File: src/rtl/rv_mem_arbiter.sv
// rv_mem_arbiter
//   Shares one single-port unified memory between the core's instruction-fetch
//   port and data port. Each accepted request becomes exactly one memory
//   transaction; the winner gets a single-cycle valid pulse on completion.
//   A watchdog aborts transactions the memory never acknowledges and sets a
//   sticky error flag.
//
// Ports
//   i_arb_clk, i_arb_rst       clock, synchronous active-high reset
//   i_arb_i_*                  fetch request (req/addr), held until o_arb_i_valid
//   o_arb_i_rdata/valid        fetched word, one-cycle completion pulse
//   i_arb_d_*                  data request (req/we/addr/wd/bytectrl)
//   o_arb_d_rdata/valid        load data (0 for stores), completion pulse
//   o_arb_mem_*                registered memory request, stable while pending
//   i_arb_mem_ack/rd           memory completion strobe and read data
//   o_arb_busy                 high in any state other than IDLE
//   o_arb_err                  sticky watchdog timeout flag
//
// Build option
//   RV_ARB_ROUND_ROBIN_EN      defined: ties go to the port not granted last
//                              undefined: data port always wins ties
//
// state  | meaning
// -------+-----------------------------------------------------------
// IDLE   | sample requesters, pick a winner
// MEM_I  | fetch transaction outstanding, waiting for ack or timeout
// MEM_D  | data transaction outstanding, waiting for ack or timeout
// RESP   | one-cycle valid pulse to the winner, then back to IDLE

module rv_mem_arbiter #(
  parameter int XLEN        = 32,
  parameter int TIMEOUT_CYC = 64,
  parameter int CNT_W       = 7
) (
  input  logic            i_arb_clk,
  input  logic            i_arb_rst,
  input  logic            i_arb_i_req,
  input  logic [XLEN-1:0] i_arb_i_addr,
  output logic [31:0]     o_arb_i_rdata,
  output logic            o_arb_i_valid,
  input  logic            i_arb_d_req,
  input  logic            i_arb_d_we,
  input  logic [XLEN-1:0] i_arb_d_addr,
  input  logic [XLEN-1:0] i_arb_d_wd,
  input  logic [2:0]      i_arb_d_bytectrl,
  output logic [XLEN-1:0] o_arb_d_rdata,
  output logic            o_arb_d_valid,
  output logic            o_arb_mem_req,
  output logic            o_arb_mem_we,
  output logic [XLEN-1:0] o_arb_mem_addr,
  output logic [XLEN-1:0] o_arb_mem_wd,
  output logic [2:0]      o_arb_mem_bytectrl,
  input  logic            i_arb_mem_ack,
  input  logic [XLEN-1:0] i_arb_mem_rd,
  output logic            o_arb_busy,
  output logic            o_arb_err
);

  typedef enum logic [1:0] {
    S_IDLE  = 2'd0,
    S_MEM_I = 2'd1,
    S_MEM_D = 2'd2,
    S_RESP  = 2'd3
  } state_t;

  localparam int              TO_LAST_I = (TIMEOUT_CYC > 0) ? TIMEOUT_CYC - 1 : 0;
  localparam logic [CNT_W-1:0] TO_LAST  = CNT_W'(TO_LAST_I);

  state_t           r_state;
  logic [CNT_W-1:0] r_cnt;
  logic             w_timeout;
  logic             w_grant_d;
  logic             w_grant_i;

  // A zero TIMEOUT_CYC disables the watchdog entirely.
  assign w_timeout = (TIMEOUT_CYC != 0) && (r_cnt == TO_LAST);

`ifdef RV_ARB_ROUND_ROBIN_EN
  // 1 = data port granted last. Reset value means "instruction last",
  // so the first tie after reset goes to the data port.
  logic r_last_d;

  assign w_grant_d = i_arb_d_req && (!i_arb_i_req || !r_last_d);

  always_ff @(posedge i_arb_clk) begin
    if (i_arb_rst) begin
      r_last_d <= 1'b0;
    end else if (r_state == S_IDLE && (i_arb_d_req || i_arb_i_req)) begin
      r_last_d <= w_grant_d;
    end
  end
`else
  assign w_grant_d = i_arb_d_req;
`endif

  assign w_grant_i  = i_arb_i_req && !w_grant_d;
  assign o_arb_busy = (r_state != S_IDLE);

  always_ff @(posedge i_arb_clk) begin
    if (i_arb_rst) begin
      r_state            <= S_IDLE;
      r_cnt              <= '0;
      o_arb_i_rdata      <= '0;
      o_arb_i_valid      <= 1'b0;
      o_arb_d_rdata      <= '0;
      o_arb_d_valid      <= 1'b0;
      o_arb_mem_req      <= 1'b0;
      o_arb_mem_we       <= 1'b0;
      o_arb_mem_addr     <= '0;
      o_arb_mem_wd       <= '0;
      o_arb_mem_bytectrl <= 3'd0;
      o_arb_err          <= 1'b0;
    end else begin
      o_arb_i_valid <= 1'b0;
      o_arb_d_valid <= 1'b0;
      case (r_state)
        S_IDLE: begin
          if (w_grant_d) begin
            o_arb_mem_req      <= 1'b1;
            o_arb_mem_we       <= i_arb_d_we;
            o_arb_mem_addr     <= i_arb_d_addr;
            o_arb_mem_wd       <= i_arb_d_wd;
            o_arb_mem_bytectrl <= i_arb_d_bytectrl;
            r_cnt              <= '0;
            r_state            <= S_MEM_D;
          end else if (w_grant_i) begin
            o_arb_mem_req      <= 1'b1;
            o_arb_mem_we       <= 1'b0;
            o_arb_mem_addr     <= i_arb_i_addr;
            o_arb_mem_wd       <= '0;
            o_arb_mem_bytectrl <= 3'd0;
            r_cnt              <= '0;
            r_state            <= S_MEM_I;
          end
        end
        S_MEM_I, S_MEM_D: begin
          // Ack is checked first so an ack on the last watchdog cycle wins.
          if (i_arb_mem_ack) begin
            o_arb_mem_req <= 1'b0;
            r_state       <= S_RESP;
            if (r_state == S_MEM_I) begin
              o_arb_i_rdata <= i_arb_mem_rd[31:0];
              o_arb_i_valid <= 1'b1;
            end else begin
              o_arb_d_rdata <= o_arb_mem_we ? '0 : i_arb_mem_rd;
              o_arb_d_valid <= 1'b1;
            end
          end else if (w_timeout) begin
            o_arb_mem_req <= 1'b0;
            o_arb_err     <= 1'b1;
            r_state       <= S_RESP;
            if (r_state == S_MEM_I) begin
              o_arb_i_rdata <= '0;
              o_arb_i_valid <= 1'b1;
            end else begin
              o_arb_d_rdata <= '0;
              o_arb_d_valid <= 1'b1;
            end
          end else begin
            r_cnt <= r_cnt + 1'b1;
          end
        end
        S_RESP: begin
          r_state <= S_IDLE;
        end
        default: begin
          r_state <= S_IDLE;
        end
      endcase
    end
  end

endmodule

File: config.mk
export PLATFORM = sky130hd
export DESIGN_NAME = rv_mem_arbiter
export DESIGN_NICKNAME = d
export VERILOG_FILES = /design/src/rtl/rv_mem_arbiter.sv
export SDC_FILE = /design/constraint.sdc
export NUM_CORES = 1
export LEC_CHECK = 0
export CAP_MARGIN = 25
export CORE_ASPECT_RATIO = 2
export CORE_MARGIN = 8
export CORE_UTILIZATION = 37
export CTS_CLUSTER_SIZE = 40
export DETAILED_ROUTE_END_ITERATION = 10
export PLACE_DENSITY = 0.77
export RECOVER_POWER = 50
export SLEW_MARGIN = 20
export SYNTH_ARGS = -nofsm -noshare
export SYNTH_HDL_FRONTEND = slang
export SYNTH_SLANG_ARGS = --single-unit
export TNS_END_PERCENT = 30
File: constraint.sdc
create_clock -name i_arb_clk -period 1.9 [get_ports i_arb_clk]
set_clock_uncertainty 0.15 [all_clocks]
set_input_delay 0.38 -clock i_arb_clk [delete_from_list [all_inputs] [get_ports i_arb_clk]]
set_output_delay 0.38 -clock i_arb_clk [all_outputs]
set_load 0.03 [all_outputs]
==> impl_metrics.ini, run 1 <==
[placed_design]
portBuffers = 273
dp_cells = 1078
gp_congestion = 0.843
dp_hpwl_um = 14100
place_area_sq_um = 8690

[drt]
ant_nets = 0
drtPass1Iterations = 5
viasPerCell = 5.30
wl_per_cell_um = 18.5
first_iter_violations = 233
drt_drc_violations_left = 0
finalWirelength_um = 20800
vias = 5957

[sta]
setup-tns-final_ns = -0.0294
period_needed_ns = 1.91
worstMarginPinSlew_ns = 0.466
finalSetupViolations = 4
slew_violations = 0
rsz0062_at_grt = true
setup_ws_ns = -0.0141
fin_crit_sh_pct = 101
relSlewSlack_pct = 68.9
hold_viol = 0
fmax_mhz = 522

[clock_network]
cts_buffers = 17
cts_max_level = 4
cts_sinks = 145
clock_latency_ns = 0.41
cts_buffer_depth = 2
cts_tree = yes
cts.reportedPaths.clkPinSlew_ns = 0.06
cts.hold.buffers_added = 0
cts_root_buf = clkbuf_16

[logic_synthesis]
synth_largest_area_cell = dfxtp_1
ys_seq_area_share_pct = 51.6
synth_fp_nets = 773
synth.avg_cell_area_sq_um = 8.89
synth_edf_count = 0
synth_cell_types = 39
synth.ff_latch_count = 145
synthArstFlopShare_pct = 0
ys_warn_count = 0
synth_ff_type = dfxtp_1
ys_top_cells_by_area = dfxtp_1 52%, a21oi_1 6.2%, mux2i_1 5.7%, nor2_1 5.1%, a22oi_1 4.8%
syn_inst = 633
syn_area_sq_um = 5630
synth_top_area_share_pct = 51.6

[power]
peakVddDrop_v = 0.000854
p_per_area_nw_per_um2 = 1370
power_uw = 13000
p_leak_uw = 0.00413

[die]
io_pins = 274
row_count = 64
dieWidth_um = 103
die_y_um = 190
core_region_area_sq_um = 15100
dieArea_sq_um = 19700
initial_core_util_pct = 37.4

[worst_setup_path]
path_delay_family = buffers and inverters
cp_cell_sequence = inv_2 -> buf_6 -> ha_4 -> and4b_1 -> buf_6 -> a21oi_4 -> buf_12 -> clkbuf_16 -> nand2_1 -> a21oi_2
required_ns = 2.09
crit_buf_inv = 5
cp.arrival_ns = 2.11
worstPathMaxFanout = 8
crit_top_cell = buf_6
criticalPathCategory = flip-flop to flip-flop
cp_slowest_cell = dfxtp_2
critPathMaxStageDelay_ns = 0.32
cp-end-kind = flip-flop
critPathLaunchType = flip-flop

[outcome]
violations = setup timing
status = finished, violations left

[global_routing]
met1_usage_pct = 22.5
use_met2_pct = 30.5
track_usage_pct = 19.5
antenna_found_initial = 0
grt_pass1_vias = 5902
grt_max_degree = 64
grt_use_met3_pct = 8.96
grt_pass1_wl_um = 30300
busiest_layer = met2
grt_remaining_overflow = 0

[hold_path]
min_path_type = input pin to flip-flop

[final_layout]
final_cells = 1123
syn_to_final_growth_pct = 68.0
multi_input_area_sq_um = 2550
nets = 1053
fin_area_sq_um = 9460
fillers = 1324
antenna-diode-count = 0
seqCellArea_sq_um = 2910
drive_gt1_share_pct = 11.9
post-route-util_pct = 62.8

[run]
drv_cap = 0
[cell usage after synthesis (3+ instances only)]
cell type    n
dfxtp_1    145
nor2_1      76
a21oi_1     70
nand2_1     70
clkbuf_1    37
a22oi_1     36
nand3_1     34
a211oi_1    32
mux2i_1     32
nand4_1     32
buf_2       21
nand2b_1     4
o21ai_0      4
a311oi_1     3
a41oi_1      3
ha_1         3
[flip-flops by register name, indices dropped and copies added (netlist names)]
| signal | cells |
|---|---|
| o_arb_mem_wd | 32 |
| o_arb_err | 1 |
| o_arb_d_valid | 1 |
| r_cnt | 7 |
| o_arb_i_rdata | 32 |
| o_arb_mem_addr | 32 |
| o_arb_d_rdata | 32 |
| o_arb_mem_we | 1 |
| o_arb_i_valid | 1 |
| o_arb_mem_req | 1 |
| o_arb_mem_bytectrl | 3 |
| r_state | 2 |
[cells in the final DEF (no fill, tap or decap), types with 3 or more instances in the layout]
cell,count
dlygate4sd2_1,136
a21oi_1,60
nand2b_1,4
mux2i_1,32
a21oi_2,11
buf_4,29
buf_6,4
buf_12,8
clkbuf_16,22
dfxtp_2,3
clkinvlp_4,3
nor2_1,75
dfxtp_1,142
a311oi_1,3
clkdlybuf4s50_1,134
nand4_1,32
a22oi_1,36
bufinv_16,3
nand2_1,69
nand3_1,34
a41oi_1,3
a211oi_1,32
inv_6,4
[report_power, final]
group          switching [uW]  internal [uW]
sequential                285           3630
combinational            3430           2150
clock                    1360           2120
[timing repair]
item	in CTS	in global routing
pin swaps	1	8
resized for setup	143	24
gates cloned	1	6
setup endpoints to repair	178	65
setup buffers	1	6
[through the flow]
| step | setup WS, ns | hold slack, ns |
|---|---|---|
| 2_1_floorplan | 0.0531 | 0.273 |
| 4_1_cts | -0.0241 | 0.150 |
| 5_1_grt | -0.0778 | 0.169 |
| 3_5_place_dp | -0.215 | 0.290 |
| 3_3_place_gp | -0.172 | 0.283 |
| 6_report | -0.0141 | 0.162 |
[cell families after synthesis]
group / Yosys count / synth area share (%)
AO/OA/AOI/OAI: 160 / 18.6
adder cells (fa/ha/maj): 3 / 0.667
flip-flops: 145 / 51.6
AND/OR/NAND/NOR: 230 / 18.6
multiplexers: 32 / 5.69
buffers and inverters: 63 / 4.80
[cell type report]
class | instances | area share (%)
repair buffers | 320 | 33.0
flip-flops and latches | 145 | 30.7
multi-input cells | 425 | 26.9
clock buffers | 18 | 4.64
well taps | 198 | 2.62
clock inverters | 13 | 1.87
inverters | 4 | 0.185
[routing by layer]
layer	wire (um)	vias up
met3	2700	42
li1	-	2826
met5	0	-
met1	7710	2736
met2	9760	353
met4	605	0
[path summary, 6_finish.rpt]
check	cells after the start	start	slack (ns)	endpoint
setup / recovery	10	r_state[1]	-0.01	o_arb_d_rdata[8]
hold / removal	3	i_arb_rst	0.16	r_state[1]
setup reg to reg	10	r_state[1]	-0.01	o_arb_d_rdata[8]
hold reg to reg	2	r_cnt[6]	0.30	r_cnt[6]
[worst reg2reg max path, delay by kind of cell, from the launching register on]
family          cells  cell delay (ns)
flops               1             0.32
compound gates      2             0.30
fa+ha+maj           1             0.16
simple gates        2             0.30
buf+inv             5             0.62
(Power assumes the default switching activity.)
==> run 2: changes to the inputs <==
ABC_AREA = 1   (was not set)
CELL_PAD_IN_SITES_DETAIL_PLACEMENT = 0   (was not set)
CELL_PAD_IN_SITES_GLOBAL_PLACEMENT = 1   (was not set)
CORE_UTILIZATION = 26   (was 37)
PLACE_DENSITY = not set   (was 0.77)
PLACE_DENSITY_LB_ADDON = 0.1   (was not set)
SLEW_MARGIN = 10   (was 20)
==> run 2 against run 1 <==
The run now ends clean. Die area increased by 49%. Clock power shrank 3%. Combinational power rose by 21%. Power rose by 11%. Synthesized cell count grew 39%. Final area rose by 3.4%. Wire length increased by 10%. Non-clock buffer count fell by 11. Final cell count grew 29%. Count of clock-buffer cells in the layout is 3 higher. Worst setup slack better by 0.098 ns. Critical path type is now flip-flop to output port. Critical endpoint is now o_arb_busy.
==> impl_metrics.ini, run 2 <==
[global_routing]
antenna_found_initial = 0
grt_pass1_wl_um = 35500
track_usage_pct = 15.6
grt_max_degree = 66
grt_pass1_vias = 6422
grt_remaining_overflow = 0

[drt]
drt_drc_violations_left = 0
wl_per_cell_um = 15.8
finalWirelength_um = 22900
ant_nets = 0
viasPerCell = 4.48
first_iter_violations = 394
drtPass1Iterations = 6
vias = 6485

[sta]
fmax_mhz = 551
hold_viol = 0
hold_slack_ns = 0.306
slew_violations = 0
worstMarginPinSlew_ns = 0.489
relSlewSlack_pct = 67.6
period_needed_ns = 1.82
fin_crit_sh_pct = 95.6
finalSetupViolations = 0
setup-tns-final_ns = 0
rsz0062_at_grt = false
setup_ws_ns = 0.0837

[logic_synthesis]
yosysMostFrequentCell = nand2_1
ys_seq_area_share_pct = 47.0
syn_inst = 882
synthArstFlopShare_pct = 0
syn_area_sq_um = 6170
synth_cell_types = 27
synth.avg_cell_area_sq_um = 7.00
synth_fp_nets = 1022
synth_top_area_share_pct = 47.0
synth_largest_area_cell = dfxtp_1
synth_commonest_cells = 279 x nand2_1, 145 x dfxtp_1, 123 x nor2_1, 88 x nand3_1, 44 x a21oi_1
synth.ff_latch_count = 145
ys_warn_count = 0
synth_edf_count = 0
synth_ff_type = dfxtp_1
ys_top_cells_by_area = dfxtp_1 47%, nand2_1 17%, nor2_1 7.5%, nand3_1 7.1%, a21oi_1 3.6%

[die]
dieArea_sq_um = 29200
io_pins = 274
die_y_um = 234
row_count = 80
core_region_area_sq_um = 23600
initial_core_util_pct = 26.1
dieWidth_um = 125

[clock_network]
cts_buffers = 17
cts_sinks = 145
cts_root_buf = clkbuf_16
clock_latency_ns = 0.43
post_cts_buffers = 0
cts_max_level = 4
cts_tree = yes
cts_buffer_depth = 2
cts.hold.buffers_added = 0
cts.reportedPaths.clkPinSlew_ns = 0.06

[worst_setup_path]
r2r_end = o_arb_d_rdata[14]
required_ns = 1.37
crit_start = r_state[1]
timing.rr.start = r_cnt[1]
critPathLaunchType = flip-flop
r2r_slack_ns = 0.17
rr_worst_depth = 10
criticalPathCategory = flip-flop to output port
cp.arrival_ns = 1.29
crit_end = o_arb_busy
cp-end-kind = output port
worstPathMaxFanout = 4

[hold_path]
min_from = o_arb_mem_wd[11]
min_path_type = flip-flop to flip-flop

[power]
p_per_area_nw_per_um2 = 1470
power_uw = 14400
peakVddDrop_v = 0.000713
p_leak_uw = 0.00459

[placed_design]
portBuffers = 273
dp_slack_ns = -0.154
dp_hpwl_um = 16600
dp_cells = 1413
gp_congestion = 0.773

[run]
drv_cap = 0

[final_layout]
final_cell_mix = 279 x nand2_1, 145 x dfxtp_1, 135 x clkdlybuf4s50_1, 135 x dlygate4sd2_1, 123 x nor2_1
drive_gt1_share_pct = 8.81
syn_to_final_growth_pct = 58.5
final_cells = 1446
nets = 1285
final_common_cell = nand2_1

[outcome]
status = completed
==> run 2: changes by cell type after synthesis, sizes merged, moves of 32 or more <==
cell	before	now
a211oi	33	0
a22oi	36	0
mux2i	32	0
nand2	70	284
nand3	34	90
nor2	77	144
==> run 2: worst min path at each step <==
| stage | slack, ns | cells after the start | end |
|---|---|---|---|
| floorplan | 0.29 | 2 | r_state[1] |
| global placement | 0.30 | 2 | o_arb_mem_wd[11] |
| detailed placement | 0.30 | 2 | o_arb_mem_wd[28] |
| CTS | 0.31 | 2 | o_arb_mem_wd[28] |
| global route | 0.32 | 2 | o_arb_mem_wd[0] |
| finish | 0.31 | 2 | o_arb_mem_wd[11] |
==> run 2: timing repair <==
action | 4_1_cts | 5_1_grt
hold endpoints to repair | 0 | 0
gates resized for setup | 136 | 2
endpoints found under the setup margin | 136 | 6
==> run 2: critical path, stage by stage, from the launching register on <==
cell and delay [ns]:
dfxtp_1 0.31, inv_1 0.07, ha_2 0.23, inv_1 0.08, buf_4 0.17
==> run 2: report_power, final <==
| group | switching, uW | internal [uW] |
|---|---|---|
| clock | 1320 | 2050 |
| combinational | 4450 | 2300 |
| sequential | 399 | 3880 |
| total | 6170 | 8240 |
==> run 2: cells by family after synthesis <==
kind of cell | count (synthesis) | share of synthesized area [%]
fa+ha+maj | 3 | 0.608
compound gates | 113 | 9.85
flops | 145 | 47.0
simple gates | 522 | 35.4
buf+inv | 99 | 7.12
==> run 2: layer usage <==
| metal | vias up | share of wire, % | global-route usage [%] |
|---|---|---|---|
| li1 | 3348 | - | - |
| met1 | 2919 | 41 | 17.0 |
| met2 | 195 | 50 | 26.9 |
| met3 | 23 | 7.0 | 5.53 |
| met4 | 0 | 1.7 | 6.20 |
| met5 | - | 0 | 0 |
==> run 2: cell type report <==
class | instances | area, sq um
Multi-Input combinational cell | 638 | 2840
Inverter | 34 | 130
Tap cell | 287 | 359
Clock inverter | 11 | 110
Sequential cell | 145 | 2900
Clock buffer | 21 | 480
Fill cell | 2481 | 13800
Antenna cell | 1 | 2.50
Timing Repair Buffer | 309 | 2960
==> run 2: metrics by stage <==
stage,cell area [sq um],util [%]
floorplan,6170,-
global placement,9370,39.7
detailed placement,9370,39.7
CTS,9790,41.5
global route,9780,41.4
finish,9780,41.4
